--- src/rtl/rc5_arb.sv ---
// rtl/rc5_arb.sv - two-requester round-robin front end for an RC5 cipher core
//
// Accepts one job at a time from one of two requesters. A requester's key is
// reloaded into the core only when it differs from the key that is already
// loaded. The job is run on the core and the result is returned to the
// requester that issued it.
//
// Ports:
//   clk, rst                  clock (rising edge), synchronous active-low reset
//   req_valid/req_ready[1:0]  per-requester request handshake (ready only in IDLE)
//   req_op[1:0]               per-requester op: 0 = encrypt, 1 = decrypt
//   req_data0/1, req_key0/1,
//   req_rounds0/1             per-requester operands
//   resp_valid/resp_ready     per-requester response handshake
//   resp_data, resp_err       shared result word and timeout flag
//   core_load_key             one-cycle key-load pulse to the core
//   core_start_encrypt/decrypt one-cycle start pulses
//   core_key, core_num_rounds,
//   core_d_in                 operands of the current job
//   core_key_ready, core_d_out,
//   core_done                 core status and result
module rc5_arb #(
    parameter int TIMEOUT = 255
) (
    input  logic         clk,
    input  logic         rst,
    input  logic [1:0]   req_valid,
    output logic [1:0]   req_ready,
    input  logic [1:0]   req_op,
    input  logic [31:0]  req_data0,
    input  logic [31:0]  req_data1,
    input  logic [127:0] req_key0,
    input  logic [127:0] req_key1,
    input  logic [4:0]   req_rounds0,
    input  logic [4:0]   req_rounds1,
    output logic [1:0]   resp_valid,
    input  logic [1:0]   resp_ready,
    output logic [31:0]  resp_data,
    output logic         resp_err,
    output logic         core_load_key,
    output logic         core_start_encrypt,
    output logic         core_start_decrypt,
    output logic [127:0] core_key,
    output logic [4:0]   core_num_rounds,
    output logic [31:0]  core_d_in,
    input  logic         core_key_ready,
    input  logic [31:0]  core_d_out,
    input  logic         core_done
);

    // Wait counter is at least 8 bits, wider if TIMEOUT needs it.
    localparam int CW = ($clog2(TIMEOUT + 1) > 8) ? $clog2(TIMEOUT + 1) : 8;
    localparam logic [CW-1:0] TMO = CW'(TIMEOUT);

    typedef enum logic [2:0] {
        IDLE,
        LOAD,
        KWAIT,
        START,
        RUN,
        RESP
    } state_t;

    state_t         state_q;
    logic           rr_q;           // requester that wins the next tie
    logic           idx_q;
    logic           op_q;
    logic [127:0]   key_q;
    logic [4:0]     rounds_q;
    logic [31:0]    din_q;
    logic           key_loaded_q;
    logic [127:0]   last_key_q;
    logic [4:0]     last_rounds_q;
    logic [CW-1:0]  cnt_q;
    logic           load_key_q;
    logic           start_enc_q;
    logic           start_dec_q;
    logic [1:0]     resp_valid_q;
    logic [31:0]    resp_data_q;
    logic           resp_err_q;

    logic [1:0]     grant_d;
    logic           accept_d;
    logic           gidx_d;
    logic           sel_op_d;
    logic [31:0]    sel_data_d;
    logic [127:0]   sel_key_d;
    logic [4:0]     sel_rounds_d;
    logic           key_hit_d;
    logic [CW-1:0]  cnt_inc_d;

    // Grant is combinational so the chosen requester sees ready in the same
    // IDLE cycle; it is masked during reset so nothing transfers then.
    always_comb begin
        grant_d = 2'b00;
        if (state_q == IDLE && rst) begin
            case (req_valid)
                2'b01:   grant_d = 2'b01;
                2'b10:   grant_d = 2'b10;
                2'b11:   grant_d = rr_q ? 2'b10 : 2'b01;
                default: grant_d = 2'b00;
            endcase
        end
    end

    assign req_ready    = grant_d;
    assign accept_d     = |(req_valid & grant_d);
    assign gidx_d       = grant_d[1];
    assign sel_op_d     = gidx_d ? req_op[1]   : req_op[0];
    assign sel_data_d   = gidx_d ? req_data1   : req_data0;
    assign sel_key_d    = gidx_d ? req_key1    : req_key0;
    assign sel_rounds_d = gidx_d ? req_rounds1 : req_rounds0;
    assign key_hit_d    = key_loaded_q && (sel_key_d == last_key_q)
                          && (sel_rounds_d == last_rounds_q);
    assign cnt_inc_d    = cnt_q + 1'b1;

    always_ff @(posedge clk) begin
        if (!rst) begin
            state_q       <= IDLE;
            rr_q          <= 1'b0;
            idx_q         <= 1'b0;
            op_q          <= 1'b0;
            key_q         <= '0;
            rounds_q      <= '0;
            din_q         <= '0;
            key_loaded_q  <= 1'b0;
            last_key_q    <= '0;
            last_rounds_q <= '0;
            cnt_q         <= '0;
            load_key_q    <= 1'b0;
            start_enc_q   <= 1'b0;
            start_dec_q   <= 1'b0;
            resp_valid_q  <= 2'b00;
            resp_data_q   <= '0;
            resp_err_q    <= 1'b0;
        end else begin
            // Core strobes are single-cycle; they are set only on the
            // transition into the state that owns them.
            load_key_q  <= 1'b0;
            start_enc_q <= 1'b0;
            start_dec_q <= 1'b0;
            case (state_q)
                IDLE: begin
                    if (accept_d) begin
                        idx_q    <= gidx_d;
                        op_q     <= sel_op_d;
                        key_q    <= sel_key_d;
                        rounds_q <= sel_rounds_d;
                        din_q    <= sel_data_d;
                        rr_q     <= ~gidx_d;
                        if (key_hit_d) begin
                            state_q     <= START;
                            start_enc_q <= ~sel_op_d;
                            start_dec_q <= sel_op_d;
                        end else begin
                            state_q    <= LOAD;
                            load_key_q <= 1'b1;
                        end
                    end
                end
                LOAD: begin
                    state_q <= KWAIT;
                    cnt_q   <= '0;
                end
                KWAIT: begin
                    cnt_q <= cnt_inc_d;
                    // First cycle is skipped: key_ready may still reflect the
                    // previous key before the core reacts to the load pulse.
                    if (cnt_q != '0 && core_key_ready) begin
                        key_loaded_q  <= 1'b1;
                        last_key_q    <= key_q;
                        last_rounds_q <= rounds_q;
                        state_q       <= START;
                        start_enc_q   <= ~op_q;
                        start_dec_q   <= op_q;
                    end else if (cnt_inc_d == TMO) begin
                        key_loaded_q <= 1'b0;
                        resp_data_q  <= '0;
                        resp_err_q   <= 1'b1;
                        resp_valid_q <= idx_q ? 2'b10 : 2'b01;
                        state_q      <= RESP;
                    end
                end
                START: begin
                    state_q <= RUN;
                    cnt_q   <= '0;
                end
                RUN: begin
                    cnt_q <= cnt_inc_d;
                    if (cnt_q != '0 && core_done) begin
                        resp_data_q  <= core_d_out;
                        resp_err_q   <= 1'b0;
                        resp_valid_q <= idx_q ? 2'b10 : 2'b01;
                        state_q      <= RESP;
                    end else if (cnt_inc_d == TMO) begin
                        // Core state is unknown after a hang, so force a reload.
                        key_loaded_q <= 1'b0;
                        resp_data_q  <= '0;
                        resp_err_q   <= 1'b1;
                        resp_valid_q <= idx_q ? 2'b10 : 2'b01;
                        state_q      <= RESP;
                    end
                end
                RESP: begin
                    if (|(resp_valid_q & resp_ready)) begin
                        resp_valid_q <= 2'b00;
                        state_q      <= IDLE;
                    end
                end
                default: state_q <= IDLE;
            endcase
        end
    end

    assign resp_valid         = resp_valid_q;
    assign resp_data          = resp_data_q;
    assign resp_err           = resp_err_q;
    assign core_load_key      = load_key_q;
    assign core_start_encrypt = start_enc_q;
    assign core_start_decrypt = start_dec_q;
    assign core_key           = key_q;
    assign core_num_rounds    = rounds_q;
    assign core_d_in          = din_q;

endmodule

--- config.mk ---
export PLATFORM = sky130hd
export DESIGN_NAME = rc5_arb
export DESIGN_NICKNAME = d
export VERILOG_FILES = /design/src/rtl/rc5_arb.sv
export SDC_FILE = /design/constraint.sdc
export NUM_CORES = 1
export LEC_CHECK = 0
export CORE_ASPECT_RATIO = 1.1
export CORE_UTILIZATION = 28
export DETAILED_ROUTE_END_ITERATION = 12
export PLACE_DENSITY_LB_ADDON = 0.12
export SLEW_MARGIN = 30
export SYNTH_ARGS = -nofsm -noshare
export SYNTH_HDL_FRONTEND = slang
export SYNTH_SLANG_ARGS = --single-unit
export TNS_END_PERCENT = 50
--- constraint.sdc ---
create_clock -name clk -period 8.17 [get_ports clk]
set_clock_uncertainty 0.05 [all_clocks]
set_input_delay 1.2255 -clock clk [delete_from_list [all_inputs] [get_ports clk]]
set_output_delay 1.2255 -clock clk [all_outputs]
set_load 0.01 [all_outputs]
* After elaboration in Yosys (flattened, before gate mapping)
Cells that the tools add are included. W data, S select, Z words.
Operators by class: add/sub/neg operators 1, equal/unequal tests 15, muxes and demuxes 42, bitwise gates (word level) 5, reductions and logical operators 21
Operator list (count):
- $eq A128 B128 Y1 | 1
- $mux W128 | 1
- $mux W32 | 4
- $pmux W32 S2 | 1
- $pmux W3 S6 | 1
- $mux W2 | 8
- $pmux W8 S2 | 1
- $mux W3 | 5
- $mux W1 | 14
- $pmux W2 S3 | 2
- $reduce_and A2 Y1 | 5
- $add A8 B1 Y8 const B | 1
- $eq A8 B8 Y1 const B | 1
- $ne A2 B2 Y1 const B | 4
- $pmux W1 S2 | 4
- $reduce_bool A8 Y1 | 1
- $reduce_or A2 Y1 | 4
- $eq A3 B2 Y1 const B | 2
- $eq A3 B3 Y1 const B | 2
- $reduce_and A3 Y1 | 2
- $eq A5 B5 Y1 | 1
- $logic_and A1 B1 Y1 | 5
- $mux W5 | 1
- $and A2 B2 Y2 | 2
- other kinds (7) | 11
Storage, ports and cells: bits in registers 351, bits of input ports 372, output and inout bits 205, word-level logic and storage cells 101

* Depth between registers and ports, before layout
word-level depth 10, depth in mapped cells 13, gate-level depth less buffers 10

* Least setup slack after synthesis
Ideal clock, no wire load.
path kind in2out, start point in rst, end point out req_ready[1], arrival 2.915 ns, required time 6.895 ns, setup slack 3.979 ns, stages 9, buffers on the path 6, cell sequence buf_2 -> nor4b_4 -> nand3_4 -> inv_2 -> buf_8 -> buf_8 -> buf_12 -> clkbuf_1 -> clkbuf_1
Between the ends: word-level cells in the longest chain between the ends 2
Ends and longest elaborated chain:
- from (decl) | line 26 | input logic rst,
- $logic_and A1 B1 Y1 | line 96 | if (state_q == IDLE && rst) begin
- $mux W2 | line 96
- to (decl) | line 28 | output logic [1:0] req_ready,
No other way between the ends.

* Final worst setup path
start point in req_valid[0], end point out req_ready[1]
Between the ends: word-level cells in the longest chain between the ends 3, elaborated cells on any way between the ends 5, classes of those cells 3 x eq/ne; 2 x mux
Ends and longest elaborated chain:
- from (decl) | line 27 | input logic [1:0] req_valid,
- $eq A2 B2 Y1 or $eq A2 B1 Y1 (tied branches) | line 97 | case (req_valid)
- $pmux W2 S3 (*) | line 97
- $mux W2 (*) | line 96
Mark *: on every way between the ends. The rest lies on a longest branch, timed or not.

==> flow_summary.yaml <==
timing:
  fmax_mhz: 178
  finalSetupTns_ns: 0
  finalCriticalPeriod_ns: 5.63
  final_hold_viol_count: 0
  finalMaxSlewViolations: 0
  max_slew_margin: 0.299
  worstMarginPinSlew_ns: 1.05
  min_period_over_period: 0.689
  finalSetupViolations: 0
  rsz0062_at_grt: "false"
  hold-worst-slack_ns: 0.425
synthesis:
  yosys-top-cells-count: "351 x dfxtp_1, 345 x nand2_1, 172 x a21boi_0"
  synth_edf_count: 0
  synth_area_leader_cell: "dfxtp_1"
  netlist-cell-type-count: 76
  synth-seq-cells: 351
  synth_most_common_cell: "dfxtp_1"
  ys_seq_area_frac: 0.375
  synthArstFlopShare: 0
  synth_top_area_frac: 0.375
  synth_flop_cell: "dfxtp_1"
  postSynthNetCount: 2708
  syn_inst: 2333
  syn_avg_cell_area_um2: 8.03
  ys_warn_count: 0
  synth_area_mm2: 0.0187
  synth_top_cells_by_area: "dfxtp_1 38%, nand2_1 6.9%, a21boi_0 6.9%, mux2i_1 5.3%, nand3_1 4.4%"
clock_network:
  cts_resized: 0
  clockBufferDepth: 3
  insertion_delay_ns: 0.59
  cts_tree: "yes"
  path_clk_slew_ns: 0.06
  htree_levels: 2
  clock_sinks: 351
  cts_hold_buffers: 0
  cts_inserted_buffers: 44
  post_cts_buffers: 0
  cts_root_buf: "clkbuf_16"
setup_path:
  crit_chain: "clkdlybuf4s50_1 > nand2b_2 > nand3_4 > clkinv_4 > buf_4 > clkdlybuf4s50_1"
  cp_num_buf_inv: 4
  critPathMaxStageDelay_ns: 0.68
  rr_startpoint: "state_q[0]"
  critPathLaunch: "req_valid[0]"
  cp_common_cell: "clkdlybuf4s50_1"
  start_kind: "primary input"
  cp_slowest_cell: "clkinv_4"
  cp.depth: 6
  r2r_end: "core_start_decrypt"
  critPathCapture: "req_ready[1]"
  critPathTopFamily: "buffers and inverters"
  end_kind: "primary output"
  r2r_cells: 11
  cp_max_fo: 60
  required_ns: 6.89
  crit_type: "in2out"
  r2r_slack_ns: 3.16
  critPathArrivalTime_ns: 4.35
floorplanning:
  dieArea_mm2: 0.0679
  start_util: 0.283
  die_w_um: 249
  rows: 99
  die_y_um: 273
  io_pins: 577
  core_mm2: 0.0663
placed_design:
  placedCellCount: 3625
  dpl.hpwl_um: 93400
  routabilityCongestion: 1.01
  numPortBuffers: 576
final_layout:
  multi_input_area_mm2: 0.0107
  nFillCells: 6690
  final-seq-area_mm2: 0.00703
  layoutNonFillerInstCount: 3706
  area_growth_syn_to_layout_pct: 42.8
  drive_gt1_frac: 0.0516
  layout.nets: 3190
power:
  power-per-cell-area_mw_per_mm2: 228
  p_leak_nw: 9.19
  peakVddDrop_mv: 0.133
  total_power_mw: 6.10
hold_path:
  min_path_type: "reg2reg"
routing:
  dr.pass1.iters: 6
  drt_iter0_drc: 1904
  viasPerCell: 5.57
  wirelength_um: 117000
  drc: 0
  antenna_left: 0
  vias: 20600
  avgRoutedWirePerCell_um: 31.6
status:
  outcome: "finished, final reports clean"
global_route:
  grt_usage: 0.330
  grt-ovfl-total: 0
  grt_pass1_vias: 19700
  antenna_found_initial: 8
  grt_max_degree: 220
  grt_pass1_wl_um: 158000
job:
  max_cap_violations: 0
==> cells by family after synthesis <==
| group | share of synthesized area |
|---|---|
| buffers and inverters | 0.0566 |
| DFF | 0.375 |
| xor gates and xnor gates | 0.0178 |
| muxes | 0.0540 |
| AOI/OAI and AO/OA | 0.229 |
| and+or+nand+nor | 0.265 |
| adders and majority gates | 0.00200 |
==> placed cells by master, fill, tap and decap left out, drive strengths merged, types with 8 or more instances in the layout <==
cell	instances
a31o	19
buf	24
a2111oi	18
mux2i	100
a21boi	172
and3	39
and2	16
o22ai	28
dfxtp	351
nand4	60
nand2	345
a2bb2oi	9
o31ai	20
a22o	8
clkdlybuf4s50	575
bufinv	8
or4	9
xnor2	21
inv	92
nor3	19
a31oi	9
a21oi	67
nand2b	87
nand3	167
xor2	17
a221oi	38
nor4	45
o2111ai	21
nor2	43
clkinv	13
clkbuf	58
o21ai	139
nor2b	127
==> where the power goes <==
part | switching, mW | internal [mW] | total [mW]
combinational | 0.941 | 0.781 | 1.72
clock | 0.834 | 1.34 | 2.17
sequential | 0.276 | 1.93 | 2.21
==> final cells by class <==
class / count / share of cell area
antenna: 1 / 0.0000936
tap: 858 / 0.0401
sequential: 351 / 0.263
inverter: 94 / 0.0134
clock inverter: 20 / 0.0116
clock buffer: 58 / 0.0473
multi-input combinational: 1725 / 0.400
timing repair buffer: 599 / 0.225
==> tightest hold or removal path: stages, from the launching register on <==
cell,delay (ns)
dfxtp_1,0.31
nand2_1,0.05
a21boi_0,0.07
==> flip-flops by register name (all words and copies together) (netlist names), 2 cells and up <==
| signal | count |
|---|---|
| core_key | 128 |
| core_d_in | 32 |
| last_rounds_q | 5 |
| last_key_q | 128 |
| resp_valid | 2 |
| resp_data | 32 |
| state_q | 3 |
| core_num_rounds | 5 |
| cnt_q | 8 |
==> worst min path at each step <==
stage / from / depth (start not counted) / end / slack, ns
2_1_floorplan: last_key_q[111] / 2 / last_key_q[111] / 0.39
3_3_place_gp: last_key_q[111] / 2 / last_key_q[111] / 0.41
3_5_place_dp: core_key[75] / 2 / core_key[75] / 0.42
4_1_cts: last_rounds_q[1] / 2 / last_rounds_q[1] / 0.43
5_1_grt: core_key[48] / 2 / last_key_q[48] / 0.44
6_report: last_rounds_q[1] / 2 / last_rounds_q[1] / 0.42
==> stage by stage <==
step	util	setup slack (ns)	cell area (um^2)
2_1_floorplan	-	3.98	18700
3_3_place_gp	0.379	1.86	25100
3_5_place_dp	0.379	2.17	25100
4_1_cts	0.403	2.58	26700
5_1_grt	0.404	2.47	26700
6_report	0.404	2.54	26700
==> layer usage <==
| layer | share of wire | vias up | GRT usage |
|---|---|---|---|
| met3 | 0.069 | 188 | 0.0596 |
| met2 | 0.47 | 990 | 0.561 |
| met4 | 0.056 | 8 | 0.169 |
| met5 | 0.00049 | - | 0 |
| li1 | - | 9335 | - |
| met1 | 0.40 | 10100 | 0.399 |
No activity file was read; power rests on OpenSTA's default activity.
